===== src/rtl/rev_alu_pkg.sv =====
// Shared definitions for the reversible ALU slice: default widths, divider FSM states.
package rev_alu_pkg;

    localparam int unsigned DEF_DW = 4;
    localparam int unsigned DEF_VW = 2;
    localparam int unsigned CNT_W  = $clog2(DEF_DW + 1);

    // Quotient reported for a zero divisor at the default width
    localparam logic [DEF_DW-1:0] DIV0_QUOTIENT = '1;

    typedef enum logic [1:0] {
        IDLE = 2'd0,
        RUN  = 2'd1,
        DONE = 2'd2
    } div_state_e;

endpackage


===== src/rtl/rev_trial_sub.sv =====
// Combinational ripple subtractor built from reversible full-subtractor cells.
module rev_trial_sub #(
    parameter int unsigned W = 3
) (
    input  logic [W-1:0] minuend,
    input  logic [W-1:0] subtrahend,
    output logic [W-1:0] diff,
    output logic         borrow
);

    logic [W:0] bw;

    assign bw[0] = 1'b0;

    // One cell per bit: a Peres-gate pair yielding a^b^bin and the borrow-out;
    // the cell's garbage lines are not brought out of the chain.
    for (genvar i = 0; i < W; i++) begin : g_cell
        logic t;
        assign t         = minuend[i] ^ subtrahend[i];
        assign diff[i]   = t ^ bw[i];
        assign bw[i + 1] = (~minuend[i] & subtrahend[i]) | (~t & bw[i]);
    end

    assign borrow = bw[W];

endmodule


===== src/rtl/rev_seq_divider.sv =====
// Sequential restoring divider: one quotient bit per clock, MSB first.
module rev_seq_divider
    import rev_alu_pkg::*;
#(
    parameter int unsigned DW = DEF_DW,
    parameter int unsigned VW = DEF_VW
) (
    input  logic          clk,
    input  logic          rst,
    input  logic          start,
    input  logic [DW-1:0] dividend,
    input  logic [VW-1:0] divisor,
    output logic          busy,
    output logic          done,
    output logic [DW-1:0] quotient,
    output logic [VW-1:0] remainder,
    output logic          div_by_zero
);

    localparam int unsigned CW = $clog2(DW + 1);

    div_state_e    state, state_next;
    logic [DW-1:0] dvd_sh;
    logic [DW-1:0] q_sh;
    logic [VW-1:0] dvs;
    logic [VW:0]   p;
    logic [CW-1:0] cnt;

    logic          accept_c;
    logic          zero_c;
    logic          last_c;
    logic [VW:0]   p_shift_c;
    logic [VW:0]   diff_c;
    logic          borrow_c;
    logic [VW:0]   p_next_c;
    logic [DW-1:0] q_next_c;

    // Trial subtraction of the divisor from the shifted partial remainder
    assign p_shift_c = {p[VW-1:0], dvd_sh[DW-1]};

    rev_trial_sub #(
        .W(VW + 1)
    ) u_trial_sub (
        .minuend   (p_shift_c),
        .subtrahend({1'b0, dvs}),
        .diff      (diff_c),
        .borrow    (borrow_c)
    );

    assign p_next_c = borrow_c ? p_shift_c : diff_c;
    assign q_next_c = {q_sh[DW-2:0], ~borrow_c};

    // State register
    always_ff @(posedge clk or posedge rst) begin
        if (rst) begin
            state <= IDLE;
        end else begin
            state <= state_next;
        end
    end

    // Next-state logic; DONE accepts a new start just like IDLE
    always_comb begin
        state_next = state;
        accept_c   = 1'b0;
        zero_c     = (divisor == '0);
        last_c     = 1'b0;
        case (state)
            IDLE: begin
                if (start) begin
                    accept_c   = 1'b1;
                    state_next = zero_c ? DONE : RUN;
                end
            end
            RUN: begin
                last_c = (cnt == CW'(1));
                if (last_c) begin
                    state_next = DONE;
                end
            end
            DONE: begin
                state_next = IDLE;
                if (start) begin
                    accept_c   = 1'b1;
                    state_next = zero_c ? DONE : RUN;
                end
            end
            default: state_next = IDLE;
        endcase
    end

    // Datapath, iteration counter and registered outputs
    always_ff @(posedge clk or posedge rst) begin
        if (rst) begin
            busy        <= 1'b0;
            done        <= 1'b0;
            quotient    <= '0;
            remainder   <= '0;
            div_by_zero <= 1'b0;
            dvd_sh      <= '0;
            q_sh        <= '0;
            dvs         <= '0;
            p           <= '0;
            cnt         <= '0;
        end else begin
            busy <= (state_next == RUN);
            done <= (state_next == DONE);
            if (accept_c && !zero_c) begin
                dvd_sh <= dividend;
                dvs    <= divisor;
                p      <= '0;
                q_sh   <= '0;
                cnt    <= CW'(DW);
            end else if (accept_c) begin
                quotient    <= '1;
                remainder   <= '0;
                div_by_zero <= 1'b1;
            end else if (state == RUN) begin
                p      <= p_next_c;
                dvd_sh <= {dvd_sh[DW-2:0], 1'b0};
                q_sh   <= q_next_c;
                cnt    <= cnt - CW'(1);
                if (last_c) begin
                    quotient    <= q_next_c;
                    remainder   <= p_next_c[VW-1:0];
                    div_by_zero <= 1'b0;
                end
            end
        end
    end

endmodule

===== config.mk =====
export PLATFORM = sky130hd
export DESIGN_NAME = rev_seq_divider
export DESIGN_NICKNAME = d
export VERILOG_FILES = /design/src/rtl/rev_alu_pkg.sv /design/src/rtl/rev_trial_sub.sv /design/src/rtl/rev_seq_divider.sv
export SDC_FILE = /design/constraint.sdc
export NUM_CORES = 1
export LEC_CHECK = 0
export ABC_CLOCK_PERIOD_IN_PS = 1900
export CORE_AREA = 8 8 59 61
export CTS_CLUSTER_DIAMETER = 80
export DETAILED_ROUTE_END_ITERATION = 10
export DIE_AREA = 0 0 67 69
export GPL_TIMING_DRIVEN = 0
export PLACE_DENSITY = 0.76
export SYNTH_ARGS = -nofsm -noshare
export SYNTH_HDL_FRONTEND = slang
export SYNTH_SLANG_ARGS = --single-unit

===== constraint.sdc =====
create_clock -name clk -period 1.9 [get_ports clk]
set_clock_uncertainty 0.15 [all_clocks]
set_input_delay 0.19 -clock clk [delete_from_list [all_inputs] [get_ports clk]]
set_output_delay 0.19 -clock clk [all_outputs]
set_load 0.005 [all_outputs]

After elaboration in Yosys (flattened, before gate mapping)
Index checks and enable logic that the tools add are counted.
{"block": "word_totals", "output_inout_bits": 9, "elab_cells": 72, "in_bits": 9, "ff_bits": 25}
{"block": "op_classes", "n_addsub": 1, "bitwise_logic": 14, "reduce_logical": 10, "n_eq_ne": 6, "mux": 30}
{"cell": "$mux W4", "count": 6}
{"cell": "$mux W2", "count": 11}
{"cell": "$mux W3", "count": 6}
{"cell": "$mux W1", "count": 6}
{"cell": "$not A1 Y1", "count": 6}
{"cell": "$pmux W2 S3", "count": 1}
{"cell": "$reduce_bool A2 Y1", "count": 3}
{"cell": "$and A1 B1 Y1", "count": 4}
{"cell": "$eq A2 B1 Y1 const B", "count": 2}
{"cell": "$eq A2 B2 Y1 const B", "count": 2}
{"cell": "$logic_not A2 Y1", "count": 2}
{"cell": "$eq A3 B1 Y1 const B", "count": 1}
{"cell": "$reduce_and A3 Y1", "count": 1}
{"cell": "$sub A3 B1 Y3 const B", "count": 1}
{"cell": "$xor A1 B1 Y1", "count": 3}
{"cell": "$ne A2 B1 Y1 const B", "count": 1}
{"cell": "$reduce_and A2 Y1", "count": 1}
{"cell": "$reduce_or A2 Y1", "count": 1}
{"cell": "$logic_and A1 B1 Y1", "count": 1}
{"cell": "$logic_not A1 Y1", "count": 1}
{"cell": "$or A1 B1 Y1", "count": 1}

Longest topological paths before layout
{"block": "logic_depth", "ltp_word": 9, "ltp_mapped": 7, "mapped_depth_nobuf": 7}

Hierarchy
From an unflattened synthesis, not the netlist that was laid out.
{"block": "hier_totals", "hier_cells": 100, "hier_area_um2": 1212.4}
{"module": "rev_seq_divider", "area_each_um2": 1126.1, "seq_area_each_um2": 625.6, "cells_per_inst": 89, "n_inst": 1}
{"module": "rev_trial_sub", "area_each_um2": 86.3, "seq_area_each_um2": 0.0, "cells_per_inst": 11, "n_inst": 1}

Least setup slack after synthesis
No wires, ideal clock.
{"block": "synth_timing", "kind": "reg-to-reg", "from": "register dvd_sh[3]", "to": "register remainder[0]", "required_ns": 1.667, "t_arrival_ns": 1.709, "period_less_slack_ns": 1.942, "path_stages_with_launch": 8, "path_slack_ns": -0.042, "setup_ns": 0.083, "n_path_buf": 0, "path_cell_list": "dfrtp_1 -> inv_1 -> ha_1 -> inv_1 -> fa_1 -> nor2_1 -> mux2_2 -> o22ai_1"}
{"block": "synth_via", "elab_chain_cells": 9, "word_cells_on_any_way": 10, "cone_classes": "4 x mux; 6 x bitwise"}
{"element": "from (decl)", "line_no": "rev_seq_divider.sv:23", "source": "logic [DW-1:0] dvd_sh;"}
{"element": "from (signal assigned)", "line_no": "rev_seq_divider.sv:109", "source": "dvd_sh <= dividend;"}
{"element": "from (signal assigned)", "line_no": "rev_seq_divider.sv:120", "source": "dvd_sh <= {dvd_sh[DW-2:0], 1'b0};"}
{"element": "$not A1 Y1", "line_no": "rev_trial_sub.sv:21", "source": "assign bw[i + 1] = (~minuend[i] & subtrahend[i]) | (~t & bw[i]);"}
{"element": "$and A1 B1 Y1 (2 in series)", "line_no": "rev_trial_sub.sv:21"}
{"element": "$or A1 B1 Y1", "line_no": "rev_trial_sub.sv:21"}
{"element": "$and A1 B1 Y1", "line_no": "rev_trial_sub.sv:21"}
{"element": "$mux W2 *", "line_no": "rev_seq_divider.sv:50", "source": "assign p_next_c = borrow_c ? p_shift_c : diff_c;"}
{"element": "$mux W2 *", "line_no": "rev_seq_divider.sv:123", "source": "if (last_c) begin"}
{"element": "$mux W2 *", "line_no": "rev_seq_divider.sv:118", "source": "end else if (state == RUN) begin"}
{"element": "$mux W2 *", "line_no": "rev_seq_divider.sv:114", "source": "end else if (accept_c) begin"}
{"element": "to (signal assigned)", "line_no": "rev_seq_divider.sv:125", "source": "remainder <= p_next_c[VW-1:0];"}
{"element": "to (decl)", "line_no": "rev_seq_divider.sv:16", "source": "output logic [VW-1:0] remainder,"}
Every way passes the cells marked *; elsewhere a longest branch is shown, timed or not. The select of a mux whose other input is x is not followed.
A chain may end at the register's enable or synchronous reset.

Worst setup path after layout
{"block": "layout_timing", "from": "register dvd_sh[3]", "to": "register quotient[0]"}
{"block": "layout_via", "elab_chain_cells": 9}
{"element": "$not A1 Y1", "line_no": "rev_trial_sub.sv:21"}
{"element": "$and A1 B1 Y1 (2 in series)", "line_no": "rev_trial_sub.sv:21"}
{"element": "$or A1 B1 Y1", "line_no": "rev_trial_sub.sv:21"}
{"element": "$and A1 B1 Y1", "line_no": "rev_trial_sub.sv:21"}
{"element": "$not A1 Y1", "line_no": "rev_seq_divider.sv:51", "source": "assign q_next_c = {q_sh[DW-2:0], ~borrow_c};"}
{"element": "$mux W4", "line_no": "rev_seq_divider.sv:123"}
{"element": "$mux W4", "line_no": "rev_seq_divider.sv:118"}
{"element": "$mux W4", "line_no": "rev_seq_divider.sv:114"}
{"element": "to (signal assigned)", "line_no": "rev_seq_divider.sv:124", "source": "quotient <= q_next_c;"}
{"element": "to (decl)", "line_no": "rev_seq_divider.sv:15", "source": "output logic [DW-1:0] quotient,"}
Every way passes these cells. The select of a mux whose other input is x is not followed.

==> flow_summary.yaml <==
die:
  pin_count: 18
  core_area_mm2: 0.002615
  die_area_mm2: 0.004623
  die_w_um: 67
  die_h_um: 69
  placementRows: 19
  start_util_pct: 42.25
global_route:
  grt.total_usage_pct: 11.00
  grt_max_degree: 26
  overflow: 0
  grt_pass1_wl_mm: 4.077
  first_global_vias: 872
  antenna_found_initial: 0
logic_synthesis:
  ys.flop_type: "dfrtp_1"
  synth_xor_area_share_pct: 0
  yosys.area_share.adder_pct: 5.210
  synth_cells: 98
  netlist_area_mm2: 0.001105
  synth.area.mux_share_pct: 2.945
  ys_ff_latch: 25
  syn_nets: 111
  yosys_warnings: 0
  postSynthAreaPerCell_um2: 11.27
  synth-edff-count: 0
  synth_compound_area_share_pct: 17.78
  synth_top_family_by_area: "compound AO/OA/AOI/OAI gates"
  yosysSeqAreaShare_pct: 56.63
  yosysUniqueCellTypes: 32
  synth-simple-area-share_pct: 12.46
  async_flop_share_pct: 100.0
sta:
  setup_viol: 0
  fin_crit_sh_pct: 98.03
  fin_hold_ws_ns: 0.2014
  slew_headroom_pct: 38.71
  post-route-min-period_ns: 1.862
  fmax_ghz: 0.5369
  worst_slew_pin_slew_ns: 0.9184
  grt_setup_unrepaired: "no"
  fin_ws_ns: 0.03750
  slew_violations: 0
  hold_violations: 0
finish:
  fin_nets: 138
  fin_area_mm2: 0.001416
  final_common_cell: "dfrtp_1"
  syn_to_final_growth_pct: 28.20
  drive_above_1_share_pct: 19.35
  layout_common_cells: "dfrtp_1 (25), clkdlybuf4s50_1 (17), nand2_1 (12)"
  diodes: 0
  utilization_pct: 54.16
power_and_ir_drop:
  powerDensity_mw_per_mm2: 1699
  ir_worst_vdd_mv: 0.9431
  finalPower_mw: 2.406
  leakagePower_nw: 0.6212
routing:
  vias: 832
  routedWlPerCell_um: 15.82
  drt-vias-per-instance: 5.368
  first_iter_violations: 55
  drc_errors: 0
  dr.pass1.iters: 4
  wirelength_mm: 2.452
  final_antenna_net_count: 0
worst_setup_path:
  crit_required_ns: 1.97
  path_max_fanout: 2
  start_kind: "register"
  path_class: "register to register"
  end_kind: "register"
  cp.arrival_ns: 1.93
clocking:
  cts-root-buf: "clkbuf_4"
  cts_buffers: 3
  clk_latency_ns: 0.32
  clock_sinks: 25
  clock_path_buffers: 2
  holdBufCountCts: 0
  htree_levels: 1
  path_clk_slew_ns: 0.13
  cts_tree: "yes"
flow_run:
  drv_cap: 0
place:
  pre_cts_ws_ns: -0.1265
  place_area_mm2: 0.001316
  place.gp.congestion: 0.7802
  hpwl_mm: 1.594
  io_buffers: 17
run_status:
  status: "finished clean"
hold_path:
  min_path_type: "primary input to asynchronous set/reset pin"
[power breakdown]
| part | switching [mW] | leakage [nW] | internal [mW] |
|---|---|---|---|
| Sequential | 0.153 | 0.300 | 0.763 |
| Clock | 0.158 | 0.0150 | 0.0823 |
| Combinational | 0.578 | 0.306 | 0.671 |
[state kept, by name (all words and copies together), names as in the netlist]
signal / cells
state: 2
cnt: 3
busy: 1
remainder: 2
done: 1
div_by_zero: 1
dvd_sh: 4
p: 2
quotient: 4
q_sh: 3
dvs: 2
[synthesized netlist by cell type, types with 2 or more instances]
cell / count / area (µm²)
dfrtp_1: 25 / 625.6
nand2_1: 12 / 45.04
inv_1: 8 / 30.03
o21ai_0: 5 / 25.02
o22ai_1: 5 / 31.28
a22o_1: 4 / 35.03
a21oi_1: 3 / 15.01
ha_1: 3 / 37.54
nor2_1: 3 / 11.26
o22a_1: 3 / 26.28
a221o_1: 2 / 20.02
and2_1: 2 / 12.51
buf_2: 2 / 10.01
mux2_2: 2 / 22.52
nor2b_1: 2 / 12.51
[final timing paths]
path / slack [ns] / depth (start not counted) / to / startpoint
setup / recovery: 0.04 / 7 / quotient[0] / dvd_sh[3]
hold / removal: 0.20 / 2 / cnt[1] / rst
setup reg to reg: 0.04 / 7 / quotient[0] / dvd_sh[3]
hold reg to reg: 0.36 / 1 / quotient[3] / quotient[3]
max in group asynchronous: 0.84 / 2 / dvs[0] / rst
min in group clk: 0.29 / 3 / dvd_sh[0] / dividend[0]
[cell families after synthesis]
family                     count (synthesis)
muxes                                      3
and+or+nand+nor                           27
AOI/OAI and AO/OA                         27
DFF                                       25
adders and majority gates                  4
buffers and inverters                     12
[critical path: stages (launching register included)]
cell     delay (ns)
dfrtp_1        0.40
inv_2          0.08
ha_4           0.13
inv_2          0.03
fa_2           0.36
buf_4          0.15
buf_4          0.13
o32a_1         0.32
[routing by layer]
| metal | up-vias | share of wire (%) | GRT usage, % |
|---|---|---|---|
| met1 | 408 | 46 | 14.56 |
| li1 | 398 | - | - |
| met4 | 0 | 1.3 | 4.419 |
| met5 | - | 0 | 0 |
| met2 | 23 | 47 | 16.49 |
| met3 | 3 | 6.0 | 2.746 |
[per-stage QoR]
step | cells | TNS, ns
global route | 155 | 0
detailed placement | 146 | -0.2583
floorplan | 98 | 0
finish | 155 | 0
CTS | 154 | 0
global placement | 146 | -0.1903
[final cells by class]
class                      instances  area (µm²)
sequential                        25       625.6
tap                               31       38.79
inverter                           8       30.03
buffer                             4       25.02
timing repair buffer              22       207.7
multi-input combinational         61       462.9
clock buffer                       4       26.28
fill                             242        1199
[timing repair]
item	in CTS	in global routing
pin swaps	4	2
gates resized for setup	8	1
buffers inserted	4	1
setup endpoints to repair	3	4
Power figures use the tool's default switching activity.
==> edit 1 (same flow settings) <==
The 3 states of `div_state_e` get a one-hot encoding in 3 bits.
--- a/src/rtl/rev_alu_pkg.sv
+++ b/src/rtl/rev_alu_pkg.sv
@@ -8,10 +8,10 @@
     // Quotient reported for a zero divisor at the default width
     localparam logic [DEF_DW-1:0] DIV0_QUOTIENT = '1;
 
-    typedef enum logic [1:0] {
-        IDLE = 2'd0,
-        RUN  = 2'd1,
-        DONE = 2'd2
+    typedef enum logic [2:0] {
+        IDLE = 3'b001,
+        RUN  = 3'b010,
+        DONE = 3'b100
     } div_state_e;
 
 endpackage
Check against the original RTL: same outputs for any inputs over 10 cycles, from zero or initial values and one cycle with rst high; not proved beyond that.
==> edit 1 against the unedited design <==
  * Setup slack better by 0.042 ns
  * Total power down 12%
  * Sequential cell count up 1
  * Final area up 9.1%
  * Wire length up 15%
  * Synthesized area up 15%
  * First-iteration DRC count down 22%
  * Combinational power down 22%
  * Worst hold slack better by 0.015 ns
  * Sequential power down 2%
  * Critical endpoint is now remainder[0]
  * Largest power group unchanged
  * Highest routed layer unchanged
==> edit 1: results <==
<?xml version="1.0" encoding="UTF-8"?>
<metrics>
  <group name="route">
    <metric name="routed-via-count" unit="">968</metric>
    <metric name="met1Wirelength" unit="microns">1280</metric>
    <metric name="wl_per_cell" unit="microns">16.2</metric>
    <metric name="met2WireLength" unit="microns">1420</metric>
    <metric name="wl_met3" unit="microns">93</metric>
    <metric name="drtIter0Drc" unit="">43</metric>
  </group>
  <group name="status">
    <metric name="status" unit="">finished, final reports clean</metric>
  </group>
  <group name="worst_setup_path">
    <metric name="critical_path_arrival" unit="ns">1.90</metric>
    <metric name="rrSetupSlack" unit="ns">0.08</metric>
    <metric name="critical-path-max-stage-delay" unit="ns">0.42</metric>
    <metric name="worst_r2r_endpoint" unit="">remainder[0]</metric>
    <metric name="cp_top_family" unit="">flip-flops</metric>
    <metric name="reg2reg_depth" unit="">6</metric>
  </group>
  <group name="yosys">
    <metric name="netlist_top_cells_count" unit="">sky130_fd_sc_hd__dfrtp_1, sky130_fd_sc_hd__nand2_1, sky130_fd_sc_hd__a21oi_1, sky130_fd_sc_hd__inv_1, sky130_fd_sc_hd__mux2i_1</metric>
    <metric name="compound_gate_portion_of_the_synthesized_area" unit="%">14.6</metric>
    <metric name="synth.mux.area_fraction" unit="%">5.50</metric>
    <metric name="mappedNetlistNets" unit="">133</metric>
    <metric name="synthAdderAreaFrac" unit="%">4.51</metric>
    <metric name="post_synth_xor_xnor_area" unit="%">2.06</metric>
  </group>
  <group name="sta">
    <metric name="max_slew.worst_pin.slew" unit="ns">0.978</metric>
    <metric name="fin_hold_ws" unit="ns">0.216</metric>
  </group>
  <group name="pwr">
    <metric name="p_leak" unit="nW">0.707</metric>
    <metric name="peakVddDrop" unit="mV">0.773</metric>
    <metric name="sw_frac_of_total" unit="%">37.8</metric>
    <metric name="seq-power" unit="mW">0.902</metric>
    <metric name="clk-power" unit="mW">0.249</metric>
  </group>
  <group name="global_routing">
    <metric name="grt_first_pass_wirelength" unit="microns">4810</metric>
    <metric name="grt_use_total" unit="%">12.7</metric>
    <metric name="grt_max_degree" unit="">27</metric>
  </group>
  <group name="placement">
    <metric name="globalplace.congestion" unit="">0.769</metric>
  </group>
  <group name="clocking">
    <metric name="clkSlewWorstSetupHoldPaths" unit="ns">0.15</metric>
  </group>
</metrics>
==> edit 1: changes by cell type after synthesis, moves of 4 or more <==
cell,change
sky130_fd_sc_hd__mux2i_1,+6
sky130_fd_sc_hd__a21oi_1,+7
sky130_fd_sc_hd__o22ai_1,-5
sky130_fd_sc_hd__nand4_1,+4
==> edit 1: worst reg2reg max path, delay by kind of cell (launching register included) <==
| kind | cells | cell delay [ns] |
|---|---|---|
| fa+ha+maj | 2 | 0.37 |
| buf+inv | 1 | 0.07 |
| flops | 1 | 0.42 |
| compound gates | 2 | 0.33 |
| simple gates | 1 | 0.38 |
==> edit 1: what timing repair did <==
| item | in CTS | in global routing |
|---|---|---|
| setup buffers | 1 | 1 |
| hold buffers | 0 | 0 |
| gates resized for setup | 4 | 1 |
| cloned | 0 | 0 |
| endpoints found under the setup margin | 1 | 2 |
==> edit 1: layer usage <==
metal	global-route usage, %	vias up
met4	3.95	0
met1	17.1	487
met5	0	-
met3	2.26	7
li1	-	459
met2	20.0	15
==> edit 1: worst max-delay path by stage <==
stage	cells after the start	from	endpoint	slack, ns
floorplan	6	dvd_sh[3]	remainder[0]	0.13
global placement	4	divisor[1]	remainder[0]	-0.10
detailed placement	4	divisor[1]	remainder[0]	-0.11
CTS	6	dvd_sh[3]	remainder[0]	0.07
global route	6	dvd_sh[3]	remainder[0]	0.006
finish	6	dvd_sh[3]	remainder[0]	0.08
==> edit 1: area by class of cell <==
| class | count | area [sq um] |
|---|---|---|
| Buffer | 5 | 31.3 |
| Tap cell | 31 | 38.8 |
| Multi-Input combinational cell | 79 | 574 |
| Sequential cell | 26 | 652 |
| Clock buffer | 4 | 26.3 |
| Inverter | 10 | 37.5 |
| Timing Repair Buffer | 19 | 185 |
| Fill cell | 233 | 1070 |
==> edit 1: per-stage QoR <==
| step | power [mW] | std cells | area [sq um] | TNS (ns) | worst slack [ns] |
|---|---|---|---|---|---|
| after global placement | 1.74 | 168 | 1480 | -0.100 | -0.100 |
| after floorplan | 1.48 | 120 | 1270 | 0 | 0.128 |
| after CTS | 2.11 | 173 | 1530 | 0 | 0.0663 |
| after global routing | 2.29 | 174 | 1550 | 0 | 0.00619 |
| final | 2.12 | 174 | 1550 | 0 | 0.0799 |
| after detailed placement | 1.80 | 168 | 1480 | -0.117 | -0.106 |
==> edit 1: logic make-up after synthesis <==
| family | after synthesis |
|---|---|
| AOI/OAI and AO/OA | 28 |
| buffers and inverters | 15 |
| DFF | 26 |
| and+or+nand+nor | 37 |
| xor gates and xnor gates | 3 |
| adders and majority gates | 4 |
| muxes | 7 |
==> edit 2 (same flow settings) <==
Made on the original files. The package constant `DEF_DW` goes from 4 to 2.
--- a/src/rtl/rev_alu_pkg.sv
+++ b/src/rtl/rev_alu_pkg.sv
@@ -1,7 +1,7 @@
 // Shared definitions for the reversible ALU slice: default widths, divider FSM states.
 package rev_alu_pkg;
 
-    localparam int unsigned DEF_DW = 4;
+    localparam int unsigned DEF_DW = 2;
     localparam int unsigned DEF_VW = 2;
     localparam int unsigned CNT_W  = $clog2(DEF_DW + 1);
 
Ports: changed (resized dividend and quotient); port bits go from 18 to 14. The function was not compared with the original's and may differ.
==> edit 2 against the unedited design <==
  * Sequential cell count fell by 7
  * Setup slack improved by 0.012 ns
  * Wire length fell by 27%
  * Total power fell by 23%
  * Largest cell class unchanged
  * Non-clock buffer count fell by 9
  * Synthesized area fell by 25%
  * Maximum frequency rose by 0.65%
  * Clock power fell by 2%
  * Die area did not move
  * Synthesized cell count fell by 30%
  * Final area fell by 24%
  * Critical path type unchanged
==> edit 2: results <==
<?xml version="1.0" encoding="UTF-8"?>
<metrics>
  <group name="route">
    <metric name="wl_met3" unit="microns">106</metric>
    <metric name="met1Wirelength" unit="microns">735</metric>
    <metric name="drtPass1Iterations" unit="">3</metric>
    <metric name="routed-via-count" unit="">592</metric>
    <metric name="wl_per_cell" unit="microns">15.0</metric>
    <metric name="met2WireLength" unit="microns">881</metric>
  </group>
  <group name="cells_and_area">
    <metric name="fin_nets" unit="">99</metric>
    <metric name="seq_share" unit="%">42.0</metric>
    <metric name="nonClockBufferCount" unit="">17</metric>
    <metric name="stdcell_area" unit="sq mm">0.00107</metric>
    <metric name="clockNetworkAreaShare" unit="%">3.38</metric>
    <metric name="footprint_of_the_multi_input_gates" unit="sq um">349</metric>
  </group>
  <group name="status">
    <metric name="status" unit="">finished, final reports clean</metric>
  </group>
  <group name="pwr">
    <metric name="power-per-cell-area" unit="mW/mm^2">1740</metric>
    <metric name="clk-power" unit="mW">0.237</metric>
    <metric name="power.net_switching" unit="mW">0.679</metric>
    <metric name="peakVddDrop" unit="mV">0.659</metric>
  </group>
  <group name="yosys">
    <metric name="netlist-cell-type-count" unit="">28</metric>
    <metric name="synth.mux.area_fraction" unit="%">5.00</metric>
    <metric name="compound_gate_portion_of_the_synthesized_area" unit="%">19.2</metric>
  </group>
  <group name="clocking">
    <metric name="clock-sinks" unit="">18</metric>
    <metric name="clkSlewWorstSetupHoldPaths" unit="ns">0.10</metric>
  </group>
  <group name="worst_setup_path">
    <metric name="worst_r2r_endpoint" unit="">remainder[0]</metric>
    <metric name="timing.critical_path.slowest_stage_cell" unit="">sky130_fd_sc_hd__fa_2</metric>
    <metric name="crit_path_max_fanout" unit="">3</metric>
  </group>
  <group name="global_routing">
    <metric name="grt_max_degree" unit="">19</metric>
    <metric name="grt_use_total" unit="%">7.99</metric>
  </group>
  <group name="placement">
    <metric name="detailedPlace.worstSlack" unit="ns">-0.117</metric>
    <metric name="placed_cells" unit="">113</metric>
    <metric name="placed_cell_area" unit="sq um">995</metric>
  </group>
  <group name="sta">
    <metric name="fin_hold_ws" unit="ns">0.129</metric>
    <metric name="setup_slack" unit="ns">0.0495</metric>
  </group>
</metrics>
-- edit 2: cell count changes after synthesis, moves of 2 or more --
cell,before,now
sky130_fd_sc_hd__a221o_1,2,0
sky130_fd_sc_hd__a22o_1,4,1
sky130_fd_sc_hd__and2_1,2,0
sky130_fd_sc_hd__buf_2,2,0
sky130_fd_sc_hd__dfrtp_1,25,18
sky130_fd_sc_hd__mux2i_1,1,3
sky130_fd_sc_hd__nand2_1,12,4
sky130_fd_sc_hd__nor2_1,3,5
sky130_fd_sc_hd__o21ai_0,5,1
sky130_fd_sc_hd__o22a_1,3,0
sky130_fd_sc_hd__o22ai_1,5,2
sky130_fd_sc_hd__o2bb2ai_1,0,3
-- edit 2: what timing repair did --
action	CTS	global route
setup buffers	1	1
pin swaps	1	5
endpoints found under the setup margin	4	5
gates resized for setup	2	6
